[src/rtl/sap1_microsequencer.sv]
// SAP-1 microsequencer: steps the decoder through microsteps under RUN / single-instruction /
// single-microstep / PAUSE control. Define SAP1_RETIRE_CNT_EN to add the retired-instruction counter.
module sap1_microsequencer #(
  parameter  int INSTRUCTION_STEPS = 8,
  parameter  int RETIRE_WIDTH      = 16,
  localparam int STEP_WIDTH        = $clog2(INSTRUCTION_STEPS)
) (
  input  logic                    i_clk,
  input  logic                    i_rst_n,
  input  logic [1:0]              i_mode,
  input  logic                    i_go,
  input  logic                    i_halt,
  input  logic                    i_adv,
  output logic [STEP_WIDTH-1:0]   o_step,
  output logic                    o_ctrl_en,
  output logic                    o_fetch,
  output logic                    o_halted,
`ifdef SAP1_RETIRE_CNT_EN
  output logic [RETIRE_WIDTH-1:0] o_retired,
`endif
  output logic                    o_go_ack
);

  typedef enum logic [1:0] {
    S_WAIT   = 2'b00,
    S_EXEC   = 2'b01,
    S_HALTED = 2'b10
  } state_e;

  localparam logic [1:0]            MODE_RUN  = 2'b00;
  localparam logic [1:0]            MODE_INSN = 2'b01;
  localparam logic [1:0]            MODE_PAUSE = 2'b11;
  localparam logic [STEP_WIDTH-1:0] LAST_STEP = STEP_WIDTH'(INSTRUCTION_STEPS - 1);
  localparam logic [STEP_WIDTH-1:0] STEP_ONE  = STEP_WIDTH'(1);

  state_e                  state_q;
  logic [STEP_WIDTH-1:0]   step_q;
  logic                    go_prev_q;
  logic                    go_ack_q;
  logic                    go_edge;
  logic                    boundary;
`ifdef SAP1_RETIRE_CNT_EN
  logic [RETIRE_WIDTH-1:0] retired_q;
`endif

  assign go_edge  = i_go & ~go_prev_q;
  assign boundary = i_adv | (step_q == LAST_STEP);

  // History resets to 1 so a go held high across reset release is not taken as an edge.
  always_ff @(posedge i_clk or negedge i_rst_n) begin
    if (!i_rst_n) begin
      state_q   <= S_WAIT;
      step_q    <= '0;
      go_prev_q <= 1'b1;
      go_ack_q  <= 1'b0;
`ifdef SAP1_RETIRE_CNT_EN
      retired_q <= '0;
`endif
    end else begin
      go_prev_q <= i_go;
      go_ack_q  <= 1'b0;
      unique case (state_q)
        S_WAIT: begin
          if (go_edge && (i_mode != MODE_PAUSE)) begin
            state_q  <= S_EXEC;
            go_ack_q <= 1'b1;
          end
        end
        S_EXEC: begin
          if (i_halt) begin
            state_q <= S_HALTED;
          end else begin
            step_q <= boundary ? '0 : (step_q + STEP_ONE);
`ifdef SAP1_RETIRE_CNT_EN
            if (boundary) retired_q <= retired_q + 1'b1;
`endif
            // Mode is sampled only here, so a change lands on a microstep boundary.
            if (i_mode == MODE_RUN)       state_q <= S_EXEC;
            else if (i_mode == MODE_INSN) state_q <= boundary ? S_WAIT : S_EXEC;
            else                          state_q <= S_WAIT;
          end
        end
        S_HALTED: state_q <= S_HALTED;
        default:  state_q <= S_WAIT;
      endcase
    end
  end

  assign o_step    = step_q;
  assign o_ctrl_en = (state_q == S_EXEC);
  assign o_fetch   = (state_q == S_EXEC) && (step_q == '0);
  assign o_halted  = (state_q == S_HALTED);
  assign o_go_ack  = go_ack_q;
`ifdef SAP1_RETIRE_CNT_EN
  assign o_retired = retired_q;
`endif

endmodule

[config.mk]
export PLATFORM = sky130hd
export DESIGN_NAME = sap1_microsequencer
export DESIGN_NICKNAME = d
export VERILOG_FILES = /design/src/rtl/sap1_microsequencer.sv
export SDC_FILE = /design/constraint.sdc
export NUM_CORES = 1
export LEC_CHECK = 0
export CORE_AREA = 5 5 42 44
export DETAILED_ROUTE_END_ITERATION = 8
export DIE_AREA = 0 0 47 49
export HOLD_SLACK_MARGIN = 0.05
export SETUP_SLACK_MARGIN = 0.15
export SLEW_MARGIN = 25
export SYNTH_ARGS = -nofsm -noshare
export SYNTH_HDL_FRONTEND = slang
export SYNTH_SLANG_ARGS = --single-unit
[constraint.sdc]
create_clock -name i_clk -period 1.5 [get_ports i_clk]
set_input_delay 0.225 -clock i_clk [delete_from_list [all_inputs] [get_ports i_clk]]
set_output_delay 0.225 -clock i_clk [all_outputs]
set_load 0.02 [all_outputs]
==> results by group <==
Status
  • Run status: finished clean

Floorplanning
  • Placement row count: 14
  • Die H: 49 um
  • Core area: 1400 um^2
  • Initial core utilization: 0.257
  • Die ar.: 2300 um^2
  • Top Ports: 14
  • Die Width: 47 um

Worst setup path
  • CP Max Fanout: 3
  • R2r startpoint: state_q[0]
  • Setup Crit Path Kind: reg2reg
  • CP startpoint kind: flop
  • Worst Path Required: 1700 ps
  • Crit end category: flop
  • WP data arrival: 1610 ps
  • Reg2Reg Depth: 5
  • R2r setup slk: 90 ps
  • Capturing point of the worst reg2reg path: state_q[0]

Timing
  • Setup ws final: 87.8 ps
  • Final Cycle Share: 0.941
  • Final hold vios: 0
  • Tmin final: 1410 ps
  • RSZ-0062 raised after global routing: yes
  • Fmax: 708 MHz
  • Slew @ Worst Pin: 322 ps
  • Setup Skew: 11.1 ps
  • Endpoints failing setup: 0
  • Relative max-transition margin: 0.785
  • Slew Viols, Final: 0

Power
  • Leak: 0.000309 uW
  • Clock power frac: 0.205
  • Combinational share of power: 0.487
  • Maximum VDD drop: 0.405 mV
  • Sw Share: 0.344
  • Sequential power share: 0.308
  • Total Power: 845 uW
  • NetSw: 291 uW
  • Pwr per Cell Area: 1400 nW/um^2
  • Pint: 554 uW

Global routing
  • Largest net degree at the start of global routing: 8
  • Initial antenna violation count: 0
  • GRT overflow: 0
  • Number of global-route vias before repair: 325
  • Total GRT Usage: 0.0874
  • First-pass GRT wire length: 1430 um

Cells and area
  • Fin nets: 67
  • Fill cells: 145
  • Fin util: 0.431
  • Ant diodes: 0
  • Area growth, synth to finish: 67.7%
  • Finished Layout Cells: 72
  • Final Cell Area: 604 um^2
  • Layout cells sized above 1: 0.357
  • Multi-input gate area in the final layout: 178 um^2
  • Sequential Area: 176 um^2

Detailed routing
  • Routed vias/inst: 4.44
  • Drt total wl: 832 um
  • Wire per inst: 11.6 um
  • Drt pass-1 iters: 3
  • Drt drc: 0
  • Number of DRC markers in iteration 0: 5
  • Antenna Violating Nets Remaining: 0
  • Total number of vias: 320

Placed design
  • Inst Count DP: 67
  • Placed wire-length estimate: 670 um
  • Port Buffers: 13
  • Gpl congestion: 0.711
  • Placed Area: 559 um^2
  • Placement Setup Slack: -34.6 ps

Worst hold path
  • Worst hold path class: in2async

Logic synthesis
  • Leading area contributor after synthesis: dfrtp_1
  • Syn Std Cell Area: 360 um^2
  • Post-Syn Nets: 42
  • Syn Area/Cell: 11.3 um^2
  • Warnings from Yosys: 0
  • Post-synth EDFFs: 0
  • Commonest cells post-synth: dfrtp_1, nand2_1, ha_1, o21ai_0
  • Seq/Total Area, Yosys: 0.490
  • Most used DFF post-synth: dfrtp_1
  • Number of distinct library cells after synthesis: 17
  • Post-synth ARST share: 1.00
  • Cell count after synthesis: 32
  • Top post-synthesis cells by area: dfrtp_1, ha_1, dfstp_2
  • Synthesized flop and latch total: 7
  • Synth top area share: 0.417
  • Most frequent cell after synthesis: dfrtp_1

Clocking
  • Num CTS Buffers: 3
  • CTS tree: built
  • Clock Tree Buf Depth: 2
  • H-tree Lvls: 1
  • Number of hold buffers added after CTS: 0
  • Reg clk slew, reported paths: 60 ps
  • CTS Sinks: 7
  • CTS root buf: clkbuf_4
  • Skew-Pair Late Insertion Delay: 260 ps

Flow run
  • Max Cap Viol: 0
## cell usage in the layout (no fill, tap or decap), types with 2 or more instances in the layout
cell	synthesis	final
ha_1	3	2
dfrtp_1	6	6
clkbuf_4	0	3
a21o_1	2	2
buf_4	0	6
clkdlybuf4s50_1	0	6
o21ai_0	3	3
buf_6	0	5
inv_1	2	2
nor2_1	2	2
dlygate4sd2_1	0	4
nand2_1	4	4
## registers in the layout, summed over array words and instances, names as in the netlist
signal and cells:
go_prev_q 1, o_go_ack 1, o_step 3, state_q 2
## worst max path at each step
stage | startpoint | to | cells past startpoint
after floorplan | o_step[0] | o_step[0] | 4
after global placement | state_q[1] | o_fetch | 3
after detailed placement | state_q[1] | o_fetch | 3
after CTS | state_q[0] | state_q[0] | 5
after global routing | state_q[0] | state_q[0] | 5
final | state_q[0] | state_q[0] | 5
## layer usage
metal  vias to the layer above  global-route usage  routed length, um  part of all wire
li1                        162                   -                  -                 -
met5                         -                   0                  0                 0
met2                         9               0.115                400              0.48
met3                         4              0.0221                 34             0.041
met4                         0              0.0691                 27             0.032
met1                       145               0.115                369              0.44
## kinds of logic (layout without fill, tap and decap cells)
kind of cell | count (synthesis) | count (layout) | share of synthesized area
and+or+nand+nor | 12 | 12 | 0.222
DFF | 7 | 7 | 0.490
adders and majority gates | 3 | 3 | 0.104
AOI/OAI and AO/OA | 7 | 7 | 0.153
buffers and inverters | 3 | 27 | 0.0312
## power by group through the flow
stage | Sequential [uW] | Clock [uW] | Combinational, uW
5_1_grt | 264 | 192 | 450
2_1_floorplan | 310 | 0 | 139
4_1_cts | 260 | 177 | 398
3_3_place_gp | 259 | 0 | 416
3_5_place_dp | 262 | 0 | 414
6_report | 260 | 173 | 411
## layout make-up
class	count	area share
repair buffers	21	0.325
multi-input cells	22	0.294
flip-flops and latches	7	0.292
clock buffers	4	0.0435
well taps	16	0.0331
inverters	2	0.0124
## worst max-delay path, cell delays in order, from the launching register on
cell,delay (ps)
dfrtp_1,400
buf_6,130
buf_6,100
or4b_4,480
a21oi_4,140
a31o_1,110
## through the flow
stage | hold slack [ps] | TNS, ps
finish | 225 | 0
global route | 238 | 0
CTS | 229 | 0
detailed placement | 505 | -48.7
global placement | 511 | -15.5
floorplan | -70.6 | 0
## repair_timing
item	4_1_cts	5_1_grt
pin swaps	2	1
setup buffers	1	0
setup endpoints to repair	11	7
gates resized for setup	22	4
cloned	0	0
Note: power is estimated with default switching activity, not from simulation.
